## config.mk

```make
export PLATFORM = sky130hd
export DESIGN_NAME = pipe_ctrl
export DESIGN_NICKNAME = d
export VERILOG_FILES = /design/src/rtl/pipe_ctrl_pkg.sv /design/src/rtl/pipe_ctrl_pc_reg.sv /design/src/rtl/pipe_ctrl.sv
export SDC_FILE = /design/constraint.sdc
export NUM_CORES = 1
export LEC_CHECK = 0
export ABC_AREA = 0
export CAP_MARGIN = 20
export CORE_MARGIN = 2
export CORE_UTILIZATION = 35
export CTS_CLUSTER_SIZE = 16
export DETAILED_ROUTE_END_ITERATION = 7
export HOLD_SLACK_MARGIN = 0.15
export PLACE_DENSITY = 0.75
export SYNTH_ARGS = -nofsm -noshare
export SYNTH_HDL_FRONTEND = slang
export SYNTH_SLANG_ARGS = --single-unit
```

## constraint.sdc

```tcl
create_clock -name clk -period 2.1 [get_ports clk]
set_clock_uncertainty 0.15 [all_clocks]
set_input_delay 0.42 -clock clk [delete_from_list [all_inputs] [get_ports clk]]
set_output_delay 0.42 -clock clk [all_outputs]
set_load 0.03 [all_outputs]
```

## src/rtl/pipe_ctrl_pkg.sv

```systemverilog
// pipe_ctrl_pkg: shared state encoding, pc step and default reset address for pipe_ctrl
package pipe_ctrl_pkg;
  typedef enum logic [1:0] {PC_ST_RUN, PC_ST_HOLD, PC_ST_FLUSH} pc_state_e;
  localparam logic [31:0] PC_STEP       = 32'd4;
  localparam logic [31:0] PC_RESET_ADDR = 32'h0000_0000;
  function automatic logic [31:0] align_target(input logic [31:0] addr);
    return {addr[31:1], 1'b0};
  endfunction
endpackage

```

## src/rtl/pipe_ctrl_pc_reg.sv

```systemverilog
// pipe_ctrl_pc_reg: program counter register with load, increment and hold
module pipe_ctrl_pc_reg
  import pipe_ctrl_pkg::*;
#(
  parameter logic [31:0] RESET_ADDR = PC_RESET_ADDR
) (
  input  logic        clk,
  input  logic        rst,
  input  logic        load,
  input  logic [31:0] target,
  input  logic        inc,
  output logic [31:0] pc
);
  // load wins over increment; neither means hold
  always_ff @(posedge clk)
    if (rst) pc <= RESET_ADDR;
    else if (load) pc <= target;
    else if (inc) pc <= pc + PC_STEP;
endmodule

```

## src/rtl/pipe_ctrl.sv

```systemverilog
// pipe_ctrl: pc owner sequencing redirect flush bubbles and stalls; PIPE_CTRL_PERF_EN adds perf counters
module pipe_ctrl
  import pipe_ctrl_pkg::*;
#(
  parameter logic [31:0] RESET_ADDR   = PC_RESET_ADDR,
  parameter int unsigned FLUSH_CYCLES = 1
) (
  input  logic        clk,
  input  logic        rst,
  input  logic        jump_en_i,
  input  logic [31:0] jump_addr_i,
  input  logic        hold_flag_i,
  input  logic        hold_bus_i,
  output logic [31:0] pc_o,
  output logic        flush_o,
  output logic        stall_o,
  output logic        misalign_o
`ifdef PIPE_CTRL_PERF_EN
  ,
  output logic [31:0] perf_flush_cnt_o,
  output logic [31:0] perf_stall_cnt_o
`endif
);
  localparam logic [2:0] LAST = 3'(FLUSH_CYCLES == 0 ? 0 : FLUSH_CYCLES - 1);
  pc_state_e  state, state_next;
  logic [2:0] cnt, cnt_next;
  logic       accept, in_flush, inc, cnt_done;
  pipe_ctrl_pc_reg #(.RESET_ADDR(RESET_ADDR)) u_pc (
    .clk    (clk),
    .rst    (rst),
    .load   (accept),
    .target (align_target(jump_addr_i)),
    .inc    (inc),
    .pc     (pc_o)
  );
  // state, bubble counter and misalign pulse registers
  always_ff @(posedge clk)
    if (rst) begin
      state      <= PC_ST_RUN;
      cnt        <= '0;
      misalign_o <= 1'b0;
    end else begin
      state      <= state_next;
      cnt        <= cnt_next;
      misalign_o <= accept & jump_addr_i[1];
    end
  // HOLD resolves exactly like RUN once the stall clears, so both share one path
  always_comb begin
    stall_o    = hold_flag_i | hold_bus_i;
    in_flush   = state == PC_ST_FLUSH;
    accept     = jump_en_i & ~stall_o & ~in_flush;
    flush_o    = in_flush | accept;
    inc        = in_flush ? ~hold_bus_i : ~stall_o & ~accept;
    cnt_done   = in_flush & ~hold_bus_i & (cnt == LAST);
    cnt_next   = (in_flush & ~hold_bus_i) ? (cnt_done ? 3'd0 : cnt + 3'd1) : cnt;
    state_next = in_flush ? (cnt_done ? PC_ST_RUN : PC_ST_FLUSH) :
                 stall_o ? PC_ST_HOLD :
                 (accept && FLUSH_CYCLES > 0) ? PC_ST_FLUSH : PC_ST_RUN;
  end
  // execute must present a bubble while redirect bubbles drain
  always_ff @(posedge clk)
    if (!rst && state == PC_ST_FLUSH) assert (!jump_en_i);
`ifdef PIPE_CTRL_PERF_EN
  // saturating cycle counters for flush and stall activity
  always_ff @(posedge clk)
    if (rst) begin
      perf_flush_cnt_o <= '0;
      perf_stall_cnt_o <= '0;
    end else begin
      if (flush_o && perf_flush_cnt_o != '1) perf_flush_cnt_o <= perf_flush_cnt_o + 32'd1;
      if (stall_o && perf_stall_cnt_o != '1) perf_stall_cnt_o <= perf_stall_cnt_o + 32'd1;
    end
`endif
endmodule

```

==> results of run 1 <==
## final timing paths
check | startpoint | endpoint
worst max-delay path | jump_en_i | u_pc.pc[31]
worst min-delay path | cnt[2] | cnt[2]
worst max register to register | u_pc.pc[9] | u_pc.pc[29]
worst min register to register | cnt[2] | cnt[2]
## layer usage
metal  wire, um  vias up
li1           -     1268
met1       3160     1228
met2       3440      102
met3        456       11
met4        117        0
met5          0        -
## report_power, final
| part | internal (uW) | leakage (uW) | switching (uW) | total [uW] |
|---|---|---|---|---|
| clock | 297 | 0.0000542 | 263 | 560 |
| combinational | 232 | 0.000874 | 245 | 478 |
| sequential | 753 | 0.000307 | 70.9 | 824 |
## worst register-to-register path: cells and delay by family (launching register included)
kind / cells / cell delay, ns
simple gates: 5 / 1.16
flops: 1 / 0.43
buf+inv: 1 / 0.23
## cell usage in the layout (no fill, tap or decap), types with 3 or more instances in the layout
cell / Yosys / final
nand2b_1: 3 / 3
dfxtp_2: 0 / 10
or2_2: 7 / 7
nand4_1: 5 / 5
a211oi_1: 3 / 3
and4_1: 3 / 3
clkdlybuf4s50_1: 0 / 61
or3_1: 10 / 9
nand3_1: 27 / 26
nor3_1: 5 / 5
a31oi_1: 5 / 5
inv_1: 7 / 7
nand2_1: 29 / 29
a21o_1: 4 / 4
clkbuf_8: 0 / 7
a21oi_1: 16 / 16
dfxtp_1: 37 / 27
buf_4: 1 / 35
or4_1: 5 / 3
nor2_1: 18 / 17
nand3b_1: 5 / 5
a311o_1: 3 / 3
and3_1: 5 / 5
nor4_1: 3 / 3
a22oi_1: 20 / 20
dlymetal6s2s_1: 0 / 4
ha_1: 3 / 3
o21ai_0: 11 / 11
o211ai_1: 7 / 7
## final cells by class
type	instances	area, um^2
fillers	594	2950
multi-input cells	225	1440
repair buffers	103	952
flip-flops and latches	37	753
clock buffers	7	96.3
well taps	77	96.3
inverters	7	26.3
clock inverters	1	5.00
## metrics by stage
| step | cells | worst slack (ns) |
|---|---|---|
| finish | 457 | 0.0216 |
| global route | 457 | -0.00662 |
| CTS | 455 | 0.0359 |
| detailed placement | 447 | -0.412 |
| global placement | 447 | -0.353 |
| floorplan | 288 | 0.0116 |
## registers in the layout (all words and copies together) (netlist names)
name,flops
cnt,3
misalign_o,1
state,2
u_pc.pc,31
## repair_timing
action,4_1_cts,5_1_grt
setup buffers,0,2
pin swaps,0,3
gates cloned,0,0
gates resized for setup,4,9
endpoints found under the setup margin,5,7
## synthesized netlist by cell type, types with 2 or more instances
| master | number |
|---|---|
| a31oi_1 | 5 |
| dfxtp_1 | 37 |
| a311o_1 | 3 |
| nor2b_1 | 2 |
| nor3_1 | 5 |
| and2_1 | 2 |
| nor4_4 | 2 |
| or4_1 | 5 |
| nand2b_1 | 3 |
| or3_1 | 10 |
| and3_1 | 5 |
| a21o_1 | 4 |
| inv_1 | 7 |
| nand3b_1 | 5 |
| nor4_1 | 3 |
| o311ai_0 | 2 |
| nand3_1 | 27 |
| o211ai_1 | 7 |
| nor2_1 | 18 |
| buf_1 | 3 |
| nand2_1 | 29 |
| or2_2 | 7 |
| o31ai_1 | 2 |
| a21oi_1 | 16 |
| nand4_1 | 5 |
| o21ai_0 | 11 |
| o31a_1 | 2 |
| and4_1 | 3 |
| a211oi_1 | 3 |
| clkbuf_1 | 10 |
| a311oi_1 | 2 |
| a22oi_1 | 20 |
| ha_1 | 3 |
| buf_2 | 3 |
## cells by family after synthesis
family	after synthesis	share of synthesized area (%)
AND/OR/NAND/NOR	138	35.0
multiplexers	1	0.443
other	1	0.166
adder cells (fa/ha/maj)	3	1.66
buffers and inverters	26	5.04
XOR/XNOR	1	0.387
AO/OA/AOI/OAI	81	24.5
flip-flops	37	32.8
==> impl_metrics.toml, run 1 <==
[global_routing]
grt_max_degree = 41
grt_usage_pct = 19.5
grt.met3_usage_pct = 4.13
top_usage_layer = "met2"
grt_pass1_wl_um = 11400
grt.met1_usage_pct = 24.8
first_global_vias = 2473
antenna_found_initial = 0
overflow = 0
grt_use_met2_pct = 32.5

[finish]
final_cell_area_um2 = 3370
antenna_cells = 0
drive_gt1_share_pct = 19.5
fin_util_pct = 53.3
finalNetCount = 419
syn2layout_area_growth_pct = 48.9

[floorplan]
num_io_pins = 72
rows = 29
die_w_um = 84.4
core_area_um2 = 6310
start_util_pct = 35.8
dieArea_um2 = 7120
dieHeight_um = 84.4

[placed_design]
hpwl_um = 4970
dpl_cell_area_um2 = 3210
port_buffers = 69
gp_congestion = 0.861

[worst_setup_path]
cp.required_ns = 2.19
slowest_delay_ns = 0.53
regToRegSetupSlack_ns = 0.08
crit_path_max_fanout = 8
crit_family = "simple AND/OR/NAND/NOR gates"
path_cells = "clkdlybuf4s50_1, nor3b_2, and2_4, or3_4, or4_4, nand3_1"
reg2regPathDepth = 6
path_depth = 6
critPathCaptureType = "register"
cp_data_arrival_time_ns = 2.17
criticalPathCategory = "in2reg"
cp_num_buf_inv = 1
cpMaxStageDelayCell = "or4_4"
critPathLaunchType = "primary input"

[synthesis]
synth-edff-count = 0
synth_ff_type = "dfxtp_1"
ys_seq_elements = 37
yosysUniqueCellTypes = 51
synth_seq_area_share_pct = 32.8
yosys-top-cells-area = "dfxtp_1 (33%), a22oi_1 (6.6%), nand3_1 (6.0%)"
yosysWarnings = 0
syn_nets = 328
ys_async_sr_fraction_pct = 0
avgSynthCellArea_um2 = 7.85
synth_top_area_share_pct = 32.8
synthCells = 288
yosys.area.top_type = "dfxtp_1"
syn_area_um2 = 2260

[power_and_ir_drop]
ir_worst_vdd_mv = 0.269
powerDensity_nw_per_um2 = 553
power_uw = 1860
p_leak_uw = 0.00124

[route]
dr.pass1.iters = 4
antenna_left = 0
avgRoutedWirePerCell_um = 15.7
vias_per_cell = 5.71
drt_iter0_drc = 295
drc = 0
vias = 2609
totalWireLength_um = 7180

[clock_network]
clk_latency_ns = 0.29
cts-buffers-inserted = 5
clk_pin_slew_ns = 0.08
cts_max_path_buffers = 2
ctsHoldBuffers = 0
cts.sinks = 37
cts_tree = "done"
htree_levels = 2
clock-root-buffer = "clkbuf_8"

[timing]
slew_viol_final = 0
min_period_ns = 2.08
fmaxAchievable_mhz = 481
hold_viol_final = 0
tns_ns = 0
finalSetupViolations = 0
hold_ws_ns = 0.327
min_period_over_period_pct = 99.0

[flow_run]
maxCapViolCount = 0

[worst_hold_path]
hold_class = "reg2reg"
whs_path_depth = 2

[run_status]
run_status = "completed"
No activity file was read; power rests on OpenSTA's default activity.
==> run 2, diff against run 1 <==
Settings changed: CORE_UTILIZATION 35 to 30, PLACE_DENSITY 0.75 to 0.67.
==> impl_metrics.toml, run 2 (synthesized netlist as in run 1, its figures left out) <==
[clock_network]
cts_tree = "done"
clock-root-buffer = "clkbuf_8"
clk_pin_slew_ns = 0.08
cts-buffers-inserted = 5
cts_max_path_buffers = 2
cts.sinks = 37
htree_levels = 2
clk_latency_ns = 0.29

[route]
dr.pass1.iters = 4
avgRoutedWirePerCell_um = 14.9
vias_per_cell = 5.41
drc = 0
drt_iter0_drc = 112
vias = 2571
antenna_left = 0
totalWireLength_um = 7080

[run_status]
run_status = "completed"

[timing]
hold_viol_final = 0
slew_viol_final = 0
min_period_ns = 2.07
rsz0062_at_grt = "true"
min_period_over_period_pct = 98.6
hold_ws_ns = 0.324
finalSetupViolations = 0
setup_ws_ns = 0.0289
fmaxAchievable_mhz = 483

[placed_design]
pre_cts_slack_ns = -0.401
gp_congestion = 0.835
hpwl_um = 5050
port_buffers = 69

[finish]
syn2layout_area_growth_pct = 49.2
largest_reg_flops = 31
layout_commonest_cell = "clkdlybuf4s50_1"
reg.largest.list = "u_pc.pc x31, cnt x3, state x2"
fin_util_pct = 46.3
finalNetCount = 416
regMostFlops = "u_pc.pc"
drive_gt1_share_pct = 18.9
antenna_cells = 0
mostFrequentLayoutCells = "clkdlybuf4s50_1 (60), buf_4 (32), nand2_1 (28)"

[worst_setup_path]
criticalPathCategory = "in2reg"
cpMaxStageDelayCell = "or3_4"
critPathCaptureType = "register"
cp.required_ns = 2.19
cp_data_arrival_time_ns = 2.16
slowest_delay_ns = 0.41
path_cells = "clkdlybuf4s50_1, nor3b_2, and2_4, or3_4, buf_4, or4_1, nand3_1"
crit_path_max_fanout = 7
critPathLaunchType = "primary input"

[power_and_ir_drop]
powerDensity_nw_per_um2 = 566
ir_worst_vdd_mv = 0.265
p_leak_uw = 0.00123

[global_routing]
grt_max_degree = 41
grt_usage_pct = 17.0
antenna_found_initial = 0
grt_pass1_wl_um = 11500
first_global_vias = 2336
overflow = 0

[floorplan]
core_area_um2 = 7290
rows = 31
num_io_pins = 72
dieHeight_um = 90.8
start_util_pct = 31.0
dieArea_um2 = 8250
die_w_um = 90.8

[flow_run]
maxCapViolCount = 0

[worst_hold_path]
hold_class = "reg2reg"
[run 2: cell types whose count changed in the layout (fill, tap and decap cells not counted), sizes merged]
cell           change
buf                -3
clkbuf             -2
dlymetal6s2s       +2
bufinv             +1
clkdlybuf4s50      -1
dlygate4sd2        -1
[run 2: worst paths after layout]
check / start / endpoint / slack (ns) / depth (start not counted)
setup reg to reg: u_pc.pc[2] / u_pc.pc[28] / 0.08 / 6
hold reg to reg: cnt[2] / cnt[2] / 0.32 / 2
setup / recovery: jump_en_i / u_pc.pc[28] / 0.03 / 7
hold / removal: cnt[2] / cnt[2] / 0.32 / 2
[run 2: what timing repair did]
item,4_1_cts,5_1_grt
resized for setup,3,11
hold buffers,0,0
setup buffers,0,1
endpoints found under the hold margin,0,0
pin swaps,0,6
setup endpoints to repair,7,16
[run 2: metal layers]
metal  vias to the layer above  GRT usage (%)  wire (um)
met1                      1214           23.1       3220
met2                        83           27.2       3320
met4                         0           5.18         81
met5                         -              0          0
met3                         7           3.42        456
li1                       1267              -          -
[run 2: area by class of cell]
type,count,area [um^2]
clock buffers,5,68.8
fillers,761,3920
clock inverters,2,35.0
flip-flops and latches,37,753
multi-input cells,225,1430
inverters,7,26.3
well taps,99,124
repair buffers,100,936
[run 2: critical path, delay by kind of cell]
family        cells  cell delay, ns
buf+inv           2            0.54
simple gates      5            1.19
[run 2: power breakdown]
part / switching, uW / total, uW / internal [uW] / leakage, uW
clock: 266 / 611 / 345 / 0.0000540
sequential: 74.5 / 828 / 753 / 0.000307
combinational: 241 / 471 / 230 / 0.000869
[run 2: metrics by stage]
step | total power, uW | setup TNS (ns) | std cells | cell area [um^2]
after floorplan | 1070 | 0 | 288 | 2280
after global placement | 1310 | -4.78 | 467 | 3230
after detailed placement | 1310 | -5.75 | 467 | 3230
after CTS | 1930 | 0 | 474 | 3340
after global routing | 1990 | -0.0195 | 475 | 3370
final | 1910 | 0 | 475 | 3370
